### config.mk
export PLATFORM = sky130hd
export DESIGN_NAME = lcd_write_sched
export DESIGN_NICKNAME = d
export VERILOG_FILES = /design/src/rtl/lcd_pkg.sv /design/src/rtl/lcd_rr_arb.sv /design/src/rtl/lcd_write_sched.sv
export SDC_FILE = /design/constraint.sdc
export NUM_CORES = 1
export LEC_CHECK = 0
export ABC_AREA = 1
export BUFFER_PORTS_ARGS = -buffer_cell sky130_fd_sc_hd__buf_2
export CORE_MARGIN = 5
export CORE_UTILIZATION = 40
export DETAILED_ROUTE_END_ITERATION = 8
export GPL_TIMING_DRIVEN = 0
export PLACE_DENSITY_LB_ADDON = 0.08
export SYNTH_ARGS = -nofsm -noshare
export SYNTH_HDL_FRONTEND = slang
export SYNTH_SLANG_ARGS = --single-unit
### constraint.sdc
create_clock -name sys_clk -period 2.3 [get_ports sys_clk]
set_clock_uncertainty 0.15 [all_clocks]
set_input_delay 0.46 -clock sys_clk [delete_from_list [all_inputs] [get_ports sys_clk]]
set_output_delay 0.46 -clock sys_clk [all_outputs]
set_load 0.01 [all_outputs]
### src/rtl/lcd_pkg.sv
// Shared types and constants for the 16x2 LCD write scheduler.
package lcd_pkg;

    typedef enum logic [2:0] {
        PWR_WAIT,
        INIT,
        IDLE,
        SETUP,
        EN_HI,
        HOLD,
        WAIT
    } state_t;

    // Power-up command ROM, issued in this order with RS=0.
    localparam logic [7:0] CMD_FUNC_SET = 8'h38;  // 8-bit bus, 2 lines
    localparam logic [7:0] CMD_DISP_ON  = 8'h0C;  // display on, no cursor
    localparam logic [7:0] CMD_CLEAR    = 8'h01;  // clear display (long)
    localparam logic [7:0] CMD_ENTRY    = 8'h06;  // increment, no shift
    localparam int unsigned INIT_LEN    = 4;
    localparam logic [1:0] INIT_LAST    = 2'(INIT_LEN - 1);

    // Return-home opcodes; together with clear these need the long wait.
    localparam logic [7:0] CMD_HOME     = 8'h02;
    localparam logic [7:0] CMD_HOME_ALT = 8'h03;

    // Default timing in 100 MHz clock cycles.
    localparam int unsigned DEF_T_PWRUP = 1_600_000;
    localparam int unsigned DEF_T_AS    = 6;
    localparam int unsigned DEF_T_PW    = 25;
    localparam int unsigned DEF_T_H     = 2;
    localparam int unsigned DEF_T_EXEC  = 4000;
    localparam int unsigned DEF_T_LONG  = 160_000;

    function automatic int unsigned max_u(input int unsigned a, input int unsigned b);
        return (a > b) ? a : b;
    endfunction

    function automatic logic [7:0] init_rom(input logic [1:0] idx);
        case (idx)
            2'd0:    return CMD_FUNC_SET;
            2'd1:    return CMD_DISP_ON;
            2'd2:    return CMD_CLEAR;
            default: return CMD_ENTRY;
        endcase
    endfunction

    // Clear and return-home execute far slower than every other command.
    function automatic logic is_long_cmd(input logic rs, input logic [7:0] op);
        return !rs && (op == CMD_CLEAR || op == CMD_HOME || op == CMD_HOME_ALT);
    endfunction

endpackage

### src/rtl/lcd_rr_arb.sv
// Two-port round-robin grant; the pointer only moves on an accepted transfer.
module lcd_rr_arb (
    input  logic       sys_clk,
    input  logic       sys_rst,
    input  logic [1:0] valid,
    input  logic       accept,
    output logic [1:0] grant
);

    logic ptr;  // port that wins when both are valid

    // Lone requester always wins; on contention the pointer decides.
    always_comb begin
        grant[0] = valid[0] & (~valid[1] | ~ptr);
        grant[1] = valid[1] & (~valid[0] |  ptr);
    end

    // After serving port n, hand priority to the other port.
    always_ff @(posedge sys_clk) begin
        if (sys_rst) begin
            ptr <= 1'b0;
        end else if (accept) begin
            ptr <= ~grant[1];
        end
    end

endmodule

### src/rtl/lcd_write_sched.sv
// LCD power-up sequencer and two-port byte-write scheduler with bus timing.
module lcd_write_sched
    import lcd_pkg::*;
#(
    parameter int unsigned T_PWRUP = DEF_T_PWRUP,
    parameter int unsigned T_AS    = DEF_T_AS,
    parameter int unsigned T_PW    = DEF_T_PW,
    parameter int unsigned T_H     = DEF_T_H,
    parameter int unsigned T_EXEC  = DEF_T_EXEC,
    parameter int unsigned T_LONG  = DEF_T_LONG
) (
    input  logic        sys_clk,
    input  logic        sys_rst,
    input  logic [1:0]  req_valid,
    input  logic [1:0]  req_rs,
    input  logic [15:0] req_data,
    output logic [1:0]  req_ready,
    output logic        init_done,
    output logic        busy,
    output logic        lcd_rs,
    output logic        lcd_rw,
    output logic        lcd_en,
    output logic [7:0]  lcd_data_out,
    output logic        lcd_data_oe
);

    localparam int unsigned T_MAX =
        max_u(max_u(max_u(T_PWRUP, T_AS), max_u(T_PW, T_H)), max_u(T_EXEC, T_LONG));
    // Counter holds duration-1, so T_MAX-1 is the largest value it must reach.
    localparam int unsigned CNT_W = (T_MAX > 1) ? $clog2(T_MAX) : 1;

    state_t           state, state_next;
    logic [CNT_W-1:0] cnt, load;
    logic [1:0]       init_idx;
    logic [1:0]       grant;
    logic             accept;
    logic             accept_port;

    lcd_rr_arb u_arb (
        .sys_clk (sys_clk),
        .sys_rst (sys_rst),
        .valid   (req_valid),
        .accept  (accept),
        .grant   (grant)
    );

    assign req_ready   = (state == IDLE && init_done) ? grant : 2'b00;
    assign accept      = |(req_valid & req_ready);
    assign accept_port = req_ready[1];
    assign busy        = (state != IDLE);
    assign lcd_rw      = 1'b0;

    // Next-state and counter reload value for the state being entered.
    always_comb begin
        // NOTE: every output of a combinational block gets a default first so no path leaves it unassigned and infers a latch.
        state_next = state;
        load       = '0;
        case (state)
            PWR_WAIT: if (cnt == '0) state_next = INIT;
            INIT:     state_next = SETUP;
            IDLE:     if (accept) state_next = SETUP;
            SETUP:    if (cnt == '0) state_next = EN_HI;
            EN_HI:    if (cnt == '0) state_next = HOLD;
            HOLD:     if (cnt == '0) state_next = WAIT;
            WAIT: begin
                if (cnt == '0) begin
                    state_next = (!init_done && init_idx != INIT_LAST) ? SETUP : IDLE;
                end
            end
            default:  state_next = PWR_WAIT;
        endcase
        case (state_next)
            SETUP:   load = CNT_W'(T_AS - 1);
            EN_HI:   load = CNT_W'(T_PW - 1);
            HOLD:    load = CNT_W'(T_H - 1);
            WAIT:    load = is_long_cmd(lcd_rs, lcd_data_out) ? CNT_W'(T_LONG - 1)
                                                              : CNT_W'(T_EXEC - 1);
            default: load = '0;
        endcase
    end

    // State register and the single down-counter, reloaded on every state entry.
    always_ff @(posedge sys_clk) begin
        // NOTE: clocked state uses non-blocking assignments so every register samples pre-edge values regardless of statement order.
        if (sys_rst) begin
            state <= PWR_WAIT;
            cnt   <= CNT_W'(T_PWRUP - 1);
        end else begin
            state <= state_next;
            if (state_next != state) begin
                cnt <= load;
            end else if (cnt != '0) begin
                cnt <= cnt - 1'b1;
            end
        end
    end

    // Bus pins registered from the next state so E and OE are glitch-free.
    always_ff @(posedge sys_clk) begin
        if (sys_rst) begin
            lcd_en      <= 1'b0;
            lcd_data_oe <= 1'b0;
        end else begin
            lcd_en      <= (state_next == EN_HI);
            lcd_data_oe <= (state_next inside {SETUP, EN_HI, HOLD});
        end
    end

    // RS/data capture: first ROM entry, accepted requests, then next ROM entries.
    always_ff @(posedge sys_clk) begin
        if (sys_rst) begin
            lcd_rs       <= 1'b0;
            lcd_data_out <= '0;
            init_idx     <= '0;
            init_done    <= 1'b0;
        end else if (state == INIT) begin
            lcd_rs       <= 1'b0;
            lcd_data_out <= init_rom(2'd0);
            init_idx     <= '0;
        end else if (accept) begin
            lcd_rs       <= req_rs[accept_port];
            lcd_data_out <= accept_port ? req_data[15:8] : req_data[7:0];
        end else if (state == WAIT && cnt == '0 && !init_done) begin
            if (init_idx == INIT_LAST) begin
                init_done <= 1'b1;
            end else begin
                init_idx     <= init_idx + 2'd1;
                lcd_data_out <= init_rom(init_idx + 2'd1);
            end
        end
    end

endmodule

Word level (Yosys, flattened, before mapping)
Cells that the tools add are included.
- add/subtract/negate cells: 2
- $lt $le $gt $ge: 1
- eq/ne operators: 21
- multiplexer cells: 21
- bitwise gates (word level): 12
- reductions and logical operators: 23
- operators with widths (operator ; count):
    $pmux W18 S4 ; 1
    $mux W21 ; 2
    $mux W8 ; 4
    $logic_not A21 Y1 ; 1
    $pmux W3 S7 ; 1
    $reduce_bool A21 Y1 ; 1
    $sub A21 B1 Y21 const B ; 1
    $eq A3 B3 Y1 const B ; 6
    $mux W18 ; 1
    $mux W3 ; 6
    $pmux W6 S3 ; 1
    $eq A8 B2 Y1 const B ; 2
    $eq A3 B2 Y1 const B ; 3
    $eq A8 B1 Y1 const B ; 1
    $not A1 Y1 ; 7
    $mux W6 ; 1
    $reduce_bool A3 Y1 ; 2
    $logic_and A1 B1 Y1 ; 5
    $eq A2 B2 Y1 const B ; 2
    $ne A2 B2 Y1 const B ; 2
    $reduce_and A2 Y1 ; 2
    $reduce_and A4 Y1 ; 1
    $reduce_bool A2 Y1 ; 2
    $reduce_or A2 Y1 ; 2
    17 further kinds ; 23
- register bits: 39
- input bits: 22
- output and inout bits: 16

Longest topological paths before layout
Gate-level depths: netlist of run 1.
- depth in word-level cells: 11
- gate-level depth with buffers: 16

Hierarchy
Synthesis of run 1 repeated with hierarchy kept, for this count alone.
- cells, all modules: 351
- area total of the unflattened synthesis: 2383.5 µm²
- modules (own cells, without submodules) (module ; instances ; cells an instance ; area an instance (µm²) ; seq. area each (µm²)):
    lcd_write_sched ; 1 ; 341 ; 2321.0 ; 760.7
    lcd_rr_arb ; 1 ; 10 ; 62.6 ; 20.0

Worst setup path after synthesis of run 1
OpenSTA, ideal clock, no wires.
- path kind: register to register
- start point: register cnt[0]
- end point: register cnt[1]
- setup time: 0.133 ns
- arrival time: 1.786 ns
- required time: 2.017 ns
- path slack: 0.230 ns
- stages on the path, launching flop included: 17
- path through: dfxtp_1 -> inv_1 -> ha_1 -> nand2_2 -> nor2_4 -> nand3_4 -> buf_6 -> nand2_4 -> nand2_2 -> nand2_4 -> nand2_2 -> nand2_4 -> nor2_2 -> inv_2 -> buf_6 -> nand2_1 -> nand3_1
- word-level cells in the longest chain between the ends: 6
- elaborated cells on any way between the ends: 18
- those cells by class: add/sub (1); eq/ne (5); mux (9); reduce/logical (3)
- ends and longest elaborated chain (what ; RTL line ; source):
    start: declaration ; lcd_write_sched.sv:33 ; logic [CNT_W-1:0] cnt, load;
    start signal: assignment ; lcd_write_sched.sv:87 ; cnt <= CNT_W'(T_PWRUP - 1);
    start signal: assignment ; lcd_write_sched.sv:91 ; cnt <= load;
    start signal: assignment ; lcd_write_sched.sv:93 ; cnt <= cnt - 1'b1;
    $logic_not A21 Y1 ; - ;
    $mux W3 (on tied branches) ; - ;
    $pmux W3 S7 ; lcd_write_sched.sv:58 ; case (state)
    $eq A3 B3 Y1 / $eq A3 B2 Y1 (equally long branches) ; lcd_write_sched.sv:72 ; case (state_next)
    $pmux W18 S4 ; lcd_write_sched.sv:72 ;
    $mux W21 ; lcd_write_sched.sv:90 ; if (state_next != state) begin
Parallel ways exist; a longest one is shown, timed or not. The select of a mux whose other input is x is not followed.
A chain may end at the register's enable or synchronous reset.

Worst setup path in the final report of run 1
- start point: register cnt[1]
- end point: register cnt[13]
The elaborated chain is that of the path after synthesis.

==> PnR_summary.wiki, run 1 <==
{| class="wikitable"
! Metric !! Value
|-
| Leak Pwr || 1.29 nW
|-
| WL final || 5890 µm
|-
| Number of hold buffers added after cts || 0
|-
| Number of DRC violations after detailed-routing iteration 0 || 99
|-
| Cell type of the slowest stage on the worst timing path || sky130_fd_sc_hd__dfxtp_1
|-
| # Max-Cap Violations || 0
|-
| Yosys warning count || 0
|-
| Clock latency on the worst-skew pair || 290 ps
|-
| Clock transition at path regs || 80 ps
|-
| Number of hold violations in the final report || 0
|-
| Worst Hold Launch || sys_rst
|-
| Global-route wire length before repair || 10,000 µm
|-
| Net count of the mapped netlist || 360
|-
| Final worst hold slack || 251 ps
|-
| Initial DRT Pass Iterations || 4
|-
| Die ar. || 7620 µm²
|-
| Area Overhead vs Synth || 22.6%
|-
| Data required time of the worst path || 2380 ps
|-
| Initial core utilization || 40.8%
|-
| Power density over the cells || 413 nW/µm²
|-
| Routability-driven placement congestion ratio || 0.801
|-
| Post-detailed-route wirelength per cell || 12.6 µm
|-
| Endpoints failing setup || 0
|-
| Startpoint class of the critical path || register
|-
| Max H-tree Level || 2
|-
| Part of the total power dissipated in the clock network || 38.2%
|-
| Yosys reg bits || 39
|-
| Worst flop-to-flop path startpoint || cnt[1]$_SDFFE_PP1P_
|-
| Area inside the core boundary || 5850 µm²
|-
| Worst setup path start || cnt[1]$_SDFFE_PP1P_
|-
| Psw || 288 µW
|-
| Part of the Yosys area used for sequential elements || 32.7%
|-
| Initial antenna violation count || 0
|-
| Width of the chip || 87.3 µm
|-
| Via count of the first global-routing pass || 2,215
|-
| Max FO, Critical Path || 6
|-
| Clock Sinks || 39
|-
| Total number of vias || 2,256
|-
| Cells after Synth || 333
|-
| Net total in the final layout || 417
|-
| Average via count per standard cell || 4.84
|-
| Combinational fraction of design power || 5.2%
|-
| Number of port buffers || 36
|-
| Die Y-Extent || 87.3 µm
|-
| Sw Share || 23.8%
|-
| Post-Synthesis Mean Instance Area || 7.18 µm²
|-
| Seq pwr share || 56.6%
|-
| Library cell appearing most often on the critical path || sky130_fd_sc_hd__nand2_1
|-
| Count of unique library cells instantiated by Yosys || 40
|-
| Placement row count || 28
|-
| Slowest Stage Delay on Critical Path || 340 ps
|-
| Count of unresolved DRC violations after routing || 0
|-
| Worst max-slew margin expressed relative to the limit || 64.0%
|-
| Critical-path cell list || inv_2 > ha_4 > nand2_2 > nor2_4 > nand3_4 > nand2_1 > nand2_2 > nand2_2 > nand2_4 > a21oi_4 > buf_4 > nand2_1 > o21ai_1 > nand2_1 > nand2_1
|-
| Arrival time reported for the critical path endpoint || 2250 ps
|-
| Cell Area, Placed || 2660 µm²
|-
| Boundary pin count || 38
|-
| Reg2reg setup slack || 130 ps
|-
| Period utilization || 94.4%
|-
| Largest vdd supply drop || 0.269 mV
|-
| Cell area after synthesis || 2390 µm²
|-
| Summed area of non-filler cells in the final layout || 2930 µm²
|-
| Pins over their slew limit || 0
|-
| Ant. Diodes || 0
|-
| Worst hold path class || primary input to register
|-
| Minimum period implied by the final worst setup slack || 2170 ps
|-
| Total chip power || 1.21 mW
|-
| Root Driver || sky130_fd_sc_hd__clkbuf_8
|-
| Crit Path Class || register to register
|-
| Run status || finished, final reports clean
|-
| TritonCTS clock tree || yes
|-
| Max Buffers Root-to-Sink || 2
|-
| Number of clock buffers inserted by TritonCTS || 5
|-
| Aggregate global-route resource usage || 16.2%
|-
| Internal power || 922 µW
|-
| Tightest Pin Transition || 541 ps
|-
| Number of nets still failing antenna checks after routing || 0
|-
| Fmax achieved || 0.461 GHz
|-
| Type of element capturing the critical path || register
|-
| Global route total overflow || 0
|-
| Maximum number of pins on one net before global-route repair || 13
|-
| Post-detail-place hpwl || 4520 µm
|-
| Fraction of layout cells with a size suffix above 1 || 28.9%
|}
==> layer usage <==
metal	track usage [%]	part of all wire, %
met1	19.8	46
met2	29.1	49
met4	2.93	0.75
met5	0	0
met3	3.78	4.5
==> power by group through the flow <==
| stage | Sequential, mW | Combinational (mW) | Clock (mW) |
|---|---|---|---|
| floorplan | 0.698 | 0.0313 | 0 |
| global placement | 0.699 | 0.0572 | 0 |
| detailed placement | 0.699 | 0.0574 | 0 |
| CTS | 0.683 | 0.0579 | 0.474 |
| global route | 0.685 | 0.0717 | 0.498 |
| finish | 0.684 | 0.0632 | 0.462 |
==> through the flow <==
stage / instances / TNS (ps) / setup slack, ps / utilization (%)
floorplan: 333 / 0 / 230 / -
global placement: 444 / -600 / -92.2 / 45.5
global route: 466 / -15.2 / -15.2 / 50.1
detailed placement: 444 / -982 / -131 / 45.5
finish: 466 / 0 / 129 / 50.1
CTS: 456 / 0 / 5.70 / 47.7
==> cells in the final DEF (no fill, tap or decap), types with 5 or more instances in the layout <==
cell type,Yosys,layout
sky130_fd_sc_hd__inv_1,26,23
sky130_fd_sc_hd__nand2_1,65,62
sky130_fd_sc_hd__xnor2_1,7,7
sky130_fd_sc_hd__nand2_2,8,10
sky130_fd_sc_hd__buf_2,1,37
sky130_fd_sc_hd__clkbuf_8,0,5
sky130_fd_sc_hd__o21ai_1,7,8
sky130_fd_sc_hd__nand3_1,10,10
sky130_fd_sc_hd__o21ai_0,20,19
sky130_fd_sc_hd__inv_2,4,7
sky130_fd_sc_hd__nand4_1,5,5
sky130_fd_sc_hd__nor3_1,9,9
sky130_fd_sc_hd__xor2_1,10,10
sky130_fd_sc_hd__dfxtp_1,39,37
sky130_fd_sc_hd__buf_4,1,15
sky130_fd_sc_hd__nor2_1,52,49
sky130_fd_sc_hd__nor2_4,5,8
sky130_fd_sc_hd__a21oi_1,19,19
==> sequential cells by signal (all words and copies together), names as in the netlist, 2 cells and up <==
name / count
cnt: 21
lcd_data_out: 8
state: 3
init_idx: 2
==> logic make-up (layout without fill, tap and decap cells) <==
| logic type | Yosys count | in the layout | share of synthesized area, % |
|---|---|---|---|
| other | 1 | 1 | 0.157 |
| DFF | 39 | 39 | 32.7 |
| buffers and inverters | 40 | 98 | 7.85 |
| AOI/OAI and AO/OA | 59 | 59 | 14.6 |
| and+or+nand+nor | 172 | 172 | 35.9 |
| xor gates and xnor gates | 17 | 17 | 6.23 |
| adders and majority gates | 5 | 5 | 2.62 |
==> cell usage after synthesis, drive strengths merged <==
| cell type | count | area (µm²) |
|---|---|---|
| xnor2 | 7 | 61.3 |
| a31oi | 1 | 6.26 |
| clkbuf | 2 | 7.51 |
| o21ai | 28 | 144 |
| a21boi | 1 | 7.51 |
| nand3 | 14 | 105 |
| clkinv | 1 | 3.75 |
| inv | 31 | 119 |
| or2 | 1 | 6.26 |
| xor2 | 10 | 87.6 |
| nand4 | 6 | 52.6 |
| nand2 | 77 | 348 |
| dfxtp | 39 | 781 |
| o211ai | 4 | 40.0 |
| conb | 1 | 3.75 |
| nor2 | 61 | 277 |
| o22ai | 2 | 12.5 |
| nor3 | 9 | 45.0 |
| a21oi | 21 | 120 |
| o2111ai | 2 | 17.5 |
| nor4 | 4 | 25.0 |
| ha | 5 | 62.6 |
| buf | 6 | 57.6 |
==> worst max-delay path: cells and delay by family (launching register included) <==
kind            cells  cell delay [ps]
flops               1              340
simple gates       10              870
fa+ha+maj           1              150
compound gates      2              350
buf+inv             2              260
==> worst paths after layout <==
check | end | depth (start not counted)
worst max-delay path | cnt[13]$_SDFFE_PP1P_ | 15
worst min-delay path | cnt[16]$_SDFFE_PP0P_ | 2
worst max register to register | cnt[13]$_SDFFE_PP1P_ | 15
worst min register to register | u_arb.ptr$_SDFFE_PP0P_ | 2
==> repair_timing <==
item	CTS	global route
gates resized for setup	5	19
endpoints found under the setup margin	20	29
buffers inserted	3	10
cloned	1	0
pin swaps	3	7
==> area by class of cell <==
cell class / count / area, µm²
Timing Repair Buffer: 50 / 285
Clock inverter: 2 / 12.5
Multi-Input combinational cell: 254 / 1480
Sequential cell: 39 / 783
Fill cell: 608 / 2920
Inverter: 32 / 126
Buffer: 8 / 72.6
Tap cell: 75 / 93.8
Clock buffer: 6 / 72.6
(Power assumes the default switching activity.)
==> run 2: changes to the inputs <==
--- a/config.mk
+++ b/config.mk
@@ -7,8 +7,10 @@
 export LEC_CHECK = 0
 export ABC_AREA = 1
 export BUFFER_PORTS_ARGS = -buffer_cell sky130_fd_sc_hd__buf_2
+export CELL_PAD_IN_SITES_DETAIL_PLACEMENT = 1
+export CELL_PAD_IN_SITES_GLOBAL_PLACEMENT = 2
 export CORE_MARGIN = 5
-export CORE_UTILIZATION = 40
+export CORE_UTILIZATION = 32
 export DETAILED_ROUTE_END_ITERATION = 8
 export GPL_TIMING_DRIVEN = 0
 export PLACE_DENSITY_LB_ADDON = 0.08
==> PnR_summary.wiki, run 2 (synthesis gave the netlist of run 1 again) <==
{| class="wikitable"
! Metric !! Value
|-
| Run status || finished, final reports clean
|-
| Number of cells on the critical path || 7 (-8)
|-
| Capture point of the worst path || req_ready[1]
|-
| Sw Share || 22.5% (-1.3 points)
|-
| Period utilization || 94.3% (-0.13 points)
|-
| Global route total overflow || 0 (unchanged)
|-
| Die Y-Extent || 96.4 µm (+10%)
|-
| Fmax achieved || 0.461 GHz (+0.14%)
|-
| WL final || 7170 µm (+22%)
|-
| Area inside the core boundary || 7250 µm² (+24%)
|-
| Max FO, Critical Path || 7 (+1)
|-
| Psw || 308 µW (+6.8%)
|-
| Worst hold path class || primary input to register
|-
| Library cell appearing most often on the critical path || sky130_fd_sc_hd__nor2_4
|-
| Startpoint class of the critical path || register
|-
| Max Buffers Root-to-Sink || 2 (unchanged)
|-
| Count of unresolved DRC violations after routing || 0 (unchanged)
|-
| Layout fillers || 943 (+55%)
|-
| Regs by FF count || cnt (21), lcd_data_out (8), state (3)
|-
| Via count of the first global-routing pass || 2,534 (+14%)
|-
| Root Driver || sky130_fd_sc_hd__clkbuf_8
|-
| Initial DRT Pass Iterations || 4 (unchanged)
|-
| Minimum period implied by the final worst setup slack || 2170 ps (-3.01 ps)
|-
| Endpoints failing setup || 0 (unchanged)
|-
| Category of cells accounting for the largest share of critical-path delay || simple AND/OR/NAND/NOR gates
|-
| Register with the most flip-flops || cnt
|-
| Worst max-slew margin expressed relative to the limit || 61.1% (-2.9 points)
|-
| Post-detail-place hpwl || 5380 µm (+19%)
|-
| Net total in the final layout || 418 (+0.24%)
|-
| Fraction of layout cells with a size suffix above 1 || 31.6% (+2.7 points)
|-
| Most common cell after layout, fill and taps aside || sky130_fd_sc_hd__nand2_1
|-
| Die ar. || 9300 µm² (+22%)
|-
| Pins over their slew limit || 0 (unchanged)
|-
| Total number of vias || 2,357 (+4.5%)
|-
| Number of port buffers || 36 (unchanged)
|-
| Slowest Stage Delay on Critical Path || 400 ps (+60 ps)
|-
| Number of clock buffers inserted by TritonCTS || 5 (unchanged)
|-
| Final worst hold slack || 237 ps (-14.1 ps)
|-
| # Max-Cap Violations || 0 (unchanged)
|-
| Number of DRC violations after detailed-routing iteration 0 || 31 (-69%)
|-
| Initial core utilization || 32.9% (-7.9 points)
|-
| Arrival time reported for the critical path endpoint || 1560 ps (-690 ps)
|-
| Critical R2R Capture || cnt[12]$_SDFFE_PP0P_
|-
| Post-detailed-route wirelength per cell || 14.6 µm (+16%)
|-
| Initial antenna violation count || 0 (unchanged)
|-
| Crit path buf inv count || 3 (+1)
|-
| Combinational fraction of design power || 4.7% (-0.5 points)
|-
| Maximum number of pins on one net before global-route repair || 13 (unchanged)
|-
| Total chip power || 1.37 mW (+13%)
|-
| Clock latency on the worst-skew pair || 300 ps (about the same)
|-
| Worst flop-to-flop path startpoint || cnt[8]$_SDFFE_PP1P_
|-
| Aggregate global-route resource usage || 16.8% (+0.56 points)
|-
| Setup total negative slack || 0 ps (unchanged)
|-
| Cell Area, Placed || 2690 µm² (+1.1%)
|-
| Global-route wire length before repair || 12,100 µm (+21%)
|-
| Data required time of the worst path || 1690 ps (-690 ps)
|-
| Largest vdd supply drop || 0.210 mV (-22%)
|-
| Leak Pwr || 1.34 nW (+4.0%)
|-
| Internal power || 1.06 mW (+15%)
|-
| Number of nets still failing antenna checks after routing || 0 (unchanged)
|-
| Clock Sinks || 39 (unchanged)
|-
| Critical-path cell list || inv_2 > nor2_4 > nand2_2 > nor2_4 > nand3_4 > clkinvlp_4 > buf_2
|-
| Worst setup path start || state[1]$_SDFF_PP0_
|-
| Seq pwr share || 50.0% (-6.6 points)
|-
| Number of hold violations in the final report || 0 (unchanged)
|-
| Placement row count || 31 (+11%)
|-
| Boundary pin count || 38 (unchanged)
|-
| Routability-driven placement congestion ratio || 0.778 (-3.0%)
|-
| TritonCTS clock tree || yes
|-
| Cell type of the slowest stage on the worst timing path || sky130_fd_sc_hd__dfxtp_2
|-
| Width of the chip || 96.4 µm (+10%)
|-
| Commonest cells after routing, fill and taps aside || sky130_fd_sc_hd__nand2_1, sky130_fd_sc_hd__nor2_1, sky130_fd_sc_hd__buf_2
|-
| Reg2reg setup slack || 160 ps (+30 ps)
|-
| Average via count per standard cell || 4.80 (-0.84%)
|-
| Ant. Diodes || 0 (unchanged)
|-
| Summed area of non-filler cells in the final layout || 3050 µm² (+4.1%)
|-
| Flip-flop count of the largest register, all copies and words added || 21 (unchanged)
|-
| Tightest Pin Transition || 583 ps (+42.8 ps)
|-
| Part of the total power dissipated in the clock network || 45.3% (+7.1 points)
|-
| Area Overhead vs Synth || 27.6%
|-
| R2r worst-path depth || 12 (-3)
|-
| Area occupied by multi-input gates || 1520 µm² (+2.3%)
|-
| Crit Path Class || register to output port
|-
| Combined flip-flop and latch cell area || 787 µm² (+0.48%)
|-
| Clock transition at path regs || 80 ps (about the same)
|-
| Power density over the cells || 449 nW/µm² (+8.7%)
|-
| Type of element capturing the critical path || output port
|-
| Max H-tree Level || 2 (unchanged)
|}
[run 2: cell count changes in the layout (fill, tap and decap cells not counted), moves of 2 or more]
cell	delta
sky130_fd_sc_hd__buf_6	+2
sky130_fd_sc_hd__dfxtp_1	-3
sky130_fd_sc_hd__dfxtp_2	+3
sky130_fd_sc_hd__nor2_1	-3
sky130_fd_sc_hd__nor2_4	+2
sky130_fd_sc_hd__o21ai_1	-2
sky130_fd_sc_hd__o21ai_2	+2
[run 2: worst min-delay path by stage]
| stage | cells after the start | slack, ps | endpoint | startpoint |
|---|---|---|---|---|
| after detailed placement | 2 | 320 | u_arb.ptr$_SDFFE_PP0P_ | u_arb.ptr$_SDFFE_PP0P_ |
| final | 2 | 240 | cnt[16]$_SDFFE_PP0P_ | sys_rst |
| after floorplan | 2 | 290 | u_arb.ptr$_SDFFE_PP0P_ | u_arb.ptr$_SDFFE_PP0P_ |
| after global placement | 2 | 310 | u_arb.ptr$_SDFFE_PP0P_ | u_arb.ptr$_SDFFE_PP0P_ |
| after CTS | 2 | 240 | cnt[16]$_SDFFE_PP0P_ | sys_rst |
| after global routing | 2 | 250 | cnt[16]$_SDFFE_PP0P_ | sys_rst |
[run 2: what timing repair did]
item	in CTS	in global routing
gates cloned	1	0
setup buffers	7	7
hold buffers	0	0
setup endpoints to repair	21	22
pin swaps	7	10
resized for setup	11	28
[run 2: cell type report]
type,instances,share of cell area [%]
clock buffers,6,2.71
flip-flops and latches,39,25.8
clock inverters,2,1.15
repair buffers,51,9.84
inverters,32,4.14
multi-input cells,254,49.8
plain buffers,8,2.54
well taps,99,4.06
[run 2: power by group through the flow]
stage / Combinational, mW / Sequential [mW] / Clock [mW]
3_5_place_dp: 0.0589 / 0.699 / 0
3_3_place_gp: 0.0587 / 0.699 / 0
5_1_grt: 0.0727 / 0.686 / 0.661
2_1_floorplan: 0.0313 / 0.698 / 0
4_1_cts: 0.0629 / 0.684 / 0.637
6_report: 0.0644 / 0.685 / 0.620
[run 2: through the flow]
step | instances | setup slack [ps] | utilization, %
3_5_place_dp | 468 | -153 | 37.1
2_1_floorplan | 333 | 230 | -
4_1_cts | 484 | 16.2 | 40.2
6_report | 491 | 132 | 42.1
3_3_place_gp | 468 | -137 | 37.1
5_1_grt | 491 | -1.35 | 42.1
[run 2: metal layers]
metal	wire length (µm)	GRT usage, %
met5	0	0
met3	241	3.02
met2	3780	30.9
met4	82	4.79
met1	3070	19.8
[run 2: worst reg2reg max path: cells and delay by family (launching register included)]
kind,cells,cell delay [ps]
flip-flops,1,360
AO/OA/AOI/OAI,1,120
AND/OR/NAND/NOR,9,1240
buffers and inverters,2,210
==> run 3: changes to the inputs <==
--- a/config.mk
+++ b/config.mk
@@ -11,6 +11,7 @@
 export CELL_PAD_IN_SITES_GLOBAL_PLACEMENT = 2
 export CORE_MARGIN = 5
 export CORE_UTILIZATION = 32
+export CTS_BUF_LIST = sky130_fd_sc_hd__clkbuf_16
 export DETAILED_ROUTE_END_ITERATION = 8
 export GPL_TIMING_DRIVEN = 0
 export PLACE_DENSITY_LB_ADDON = 0.08
==> constraint.sdc (replaced) <==
create_clock -name sys_clk -period 2.4 [get_ports sys_clk]
set_clock_uncertainty 0.15 [all_clocks]
set_input_delay 0.48 -clock sys_clk [delete_from_list [all_inputs] [get_ports sys_clk]]
set_output_delay 0.48 -clock sys_clk [all_outputs]
set_load 0.01 [all_outputs]
==> PnR_summary.wiki, run 3 (synthesis gave the netlist of run 1 again) <==
{| class="wikitable"
! Metric !! Value
|-
| Worst max-slew margin expressed relative to the limit || 60.5% (-0.58 points)
|-
| Most common cell after layout, fill and taps aside || sky130_fd_sc_hd__nand2_1
|-
| Commonest cells after routing, fill and taps aside || sky130_fd_sc_hd__nand2_1, sky130_fd_sc_hd__nor2_1, sky130_fd_sc_hd__dfxtp_1
|-
| Clock latency on the worst-skew pair || 280 ps (-20 ps)
|-
| # Max-Cap Violations || 0 (unchanged)
|-
| Part of the total power dissipated in the clock network || 51.3% (+6.0 points)
|-
| Crit Path Class || register to register
|-
| Total chip power || 1.47 mW (+7.5%)
|-
| Regs by FF count || cnt (21), lcd_data_out (8), state (3)
|-
| Crit path buf inv count || 3 (unchanged)
|-
| Max FO, Critical Path || 10 (+3)
|-
| Number of nets still failing antenna checks after routing || 0 (unchanged)
|-
| Post-detail-place hpwl || 5380 µm (unchanged)
|-
| Register with the most flip-flops || cnt
|-
| Cell Area, Placed || 2690 µm² (unchanged)
|-
| Arrival time reported for the critical path endpoint || 2310 ps (+750 ps)
|-
| Period utilization || 93.5%
|-
| Total number of vias || 2,296 (-2.6%)
|-
| Combined flip-flop and latch cell area || 782 µm² (-0.64%)
|-
| Startpoint class of the critical path || register
|-
| Combinational fraction of design power || 4.2% (-0.5 points)
|-
| Most used routing layer in global routing || met2
|-
| Die Y-Extent || 96.4 µm (unchanged)
|-
| R2r worst-path depth || 13 (+1)
|-
| Cell type of the slowest stage on the worst timing path || sky130_fd_sc_hd__dfxtp_1
|-
| Number of port buffers || 36 (unchanged)
|-
| Number of hold violations in the final report || 0 (unchanged)
|-
| RSZ-0062 raised after global routing || false
|-
| Worst Hold Launch || sys_rst
|-
| Number of hold buffers added after cts || 0 (unchanged)
|-
| Placement row count || 31 (unchanged)
|-
| Summed area of non-filler cells in the final layout || 2970 µm² (-2.6%)
|-
| Max H-tree Level || 2 (unchanged)
|-
| Layout fillers || 937 (-0.64%)
|-
| Die ar. || 9300 µm² (unchanged)
|-
| Type of element capturing the critical path || register
|-
| Average via count per standard cell || 4.77 (-0.56%)
|-
| Initial antenna violation count || 0 (unchanged)
|-
| Area occupied by multi-input gates || 1490 µm² (-2.1%)
|-
| Tightest Pin Transition || 592 ps (+8.73 ps)
|-
| Psw || 306 µW (-0.46%)
|-
| Boundary pin count || 38 (unchanged)
|-
| Number of clock buffers inserted by TritonCTS || 5 (unchanged)
|-
| Fmax achieved || 0.446 GHz
|-
| Critical R2R Capture || cnt[12]$_SDFFE_PP0P_
|-
| Aggregate global-route resource usage || 16.7% (-0.15 points)
|-
| Met2 demand-to-capacity share in global routing || 30.7% (-0.23 points)
|-
| Max Buffers Root-to-Sink || 2 (unchanged)
|-
| WL final || 6950 µm (-3.1%)
|-
| Area Overhead vs Synth || 24.3%
|-
| Net total in the final layout || 408 (-2.4%)
|-
| Number of stages on the worst hold path || 2 (unchanged)
|-
| Category of cells accounting for the largest share of critical-path delay || simple AND/OR/NAND/NOR gates
|-
| Pins over their slew limit || 0 (unchanged)
|-
| Worst flop-to-flop path startpoint || cnt[0]$_SDFFE_PP1P_
|-
| Power density over the cells || 495 nW/µm² (+10%)
|-
| Global route total overflow || 0 (unchanged)
|-
| Number of DRC violations after detailed-routing iteration 0 || 30 (-3.2%)
|-
| Area inside the core boundary || 7250 µm² (unchanged)
|-
| Maximum number of pins on one net before global-route repair || 13 (unchanged)
|-
| Post-detailed-route wirelength per cell || 14.5 µm (-1.0%)
|-
| Flip-flop count of the largest register, all copies and words added || 21 (unchanged)
|-
| Sw Share || 20.8% (-1.7 points)
|-
| Ant. Diodes || 0 (unchanged)
|-
| Endpoints failing setup || 0 (unchanged)
|-
| TritonCTS clock tree || yes
|-
| Routability-driven placement congestion ratio || 0.778 (unchanged)
|-
| Via count of the first global-routing pass || 2,492 (-1.7%)
|-
| Clock transition at path regs || 60 ps (-20 ps)
|-
| Global-route wire length before repair || 12,000 µm (-0.98%)
|-
| Leak Pwr || 1.31 nW (-2.1%)
|-
| Fraction of layout cells with a size suffix above 1 || 26.4% (-5.2 points)
|-
| Root Driver || sky130_fd_sc_hd__clkbuf_16
|-
| Initial core utilization || 32.9% (unchanged)
|-
| Data required time of the worst path || 2460 ps (+770 ps)
|-
| Worst hold path class || primary input to register
|-
| Run status || finished, final reports clean
|-
| Largest vdd supply drop || 0.228 mV (+8.3%)
|-
| Met3 Usage GRT || 2.79% (-0.23 points)
|-
| Minimum period implied by the final worst setup slack || 2240 ps
|-
| Reg2reg setup slack || 160 ps (about the same)
|-
| Library cell appearing most often on the critical path || sky130_fd_sc_hd__nor2_4
|-
| Count of unresolved DRC violations after routing || 0 (unchanged)
|-
| Width of the chip || 96.4 µm (unchanged)
|-
| Seq pwr share || 44.6% (-5.4 points)
|-
| Endpoint with the worst hold slack || cnt[16]$_SDFFE_PP0P_
|-
| Clock Sinks || 39 (unchanged)
|-
| Initial DRT Pass Iterations || 4 (unchanged)
|-
| Internal power || 1.17 mW (+9.8%)
|-
| Critical-path cell list || inv_2 > ha_4 > nand2_4 > nor2_4 > nand3_4 > buf_12 > nor2_2 > nor2_1 > nor2_4 > nand4_4 > nor2_4 > inv_1 > a21oi_1
|-
| Slowest Stage Delay on Critical Path || 340 ps (-60 ps)
|-
| Global Route met1 Usage || 19.8% (about the same)
|}
==> run 3: final cells by class <==
cell class | instances | area share, %
Clock inverter | 3 | 1.31
Sequential cell | 39 | 26.3
Multi-Input combinational cell | 254 | 50.0
Clock buffer | 5 | 4.21
Timing Repair Buffer | 41 | 7.33
Buffer | 8 | 2.49
Inverter | 32 | 4.13
Tap cell | 99 | 4.17
==> run 3: metal layers <==
metal  wire [µm]  part of all wire, %
met5           0                    0
met4          67                 0.96
met3         235                  3.4
met2        3680                   53
met1        2970                   43
==> run 3: worst register-to-register path, delay by kind of cell (launching register included) <==
| family | cells | cell delay, ps |
|---|---|---|
| adders and majority gates | 1 | 160 |
| buffers and inverters | 3 | 310 |
| and+or+nand+nor | 8 | 1100 |
| AOI/OAI and AO/OA | 1 | 120 |
| DFF | 1 | 340 |
==> run 3: how the worst max path moves through the flow <==
stage                              startpoint                    to  slack (ps)  depth (start not counted)
after floorplan           cnt[0]$_SDFFE_PP1P_   cnt[1]$_SDFFE_PP1P_         330                         16
after global placement    cnt[0]$_SDFFE_PP1P_   cnt[0]$_SDFFE_PP1P_         -40                         13
after detailed placement  cnt[0]$_SDFFE_PP1P_   cnt[0]$_SDFFE_PP1P_         -50                         13
after CTS                 cnt[0]$_SDFFE_PP1P_  cnt[12]$_SDFFE_PP0P_          10                         12
after global routing      cnt[1]$_SDFFE_PP1P_  cnt[12]$_SDFFE_PP0P_       0.001                         13
final                     cnt[0]$_SDFFE_PP1P_  cnt[12]$_SDFFE_PP0P_         160                         13
==> run 3: what timing repair did <==
action                                  CTS  global route
cloned                                    0             0
gates resized for setup                   2            18
pin swaps                                 2             4
buffers inserted                          4             1
endpoints found under the setup margin   16            28
==> run 3: power groups by stage <==
| stage | clock network (mW) | registers (mW) | logic [mW] |
|---|---|---|---|
| 4_1_cts | 0.774 | 0.656 | 0.0572 |
| 2_1_floorplan | 0 | 0.669 | 0.0300 |
| 5_1_grt | 0.801 | 0.657 | 0.0695 |
| 6_report | 0.754 | 0.656 | 0.0612 |
| 3_5_place_dp | 0 | 0.670 | 0.0564 |
| 3_3_place_gp | 0 | 0.670 | 0.0563 |
==> run 3: per-stage QoR <==
step	worst slack (ps)	hold WS, ps	std cells	utilization (%)	setup TNS [ps]
after detailed placement	-53.1	324	468	37.1	-339
after global placement	-37.2	306	468	37.1	-144
after global routing	0.00133	297	481	41.0	0
after CTS	11.2	289	480	39.9	0
final	157	285	481	41.0	0
after floorplan	330	291	333	-	0
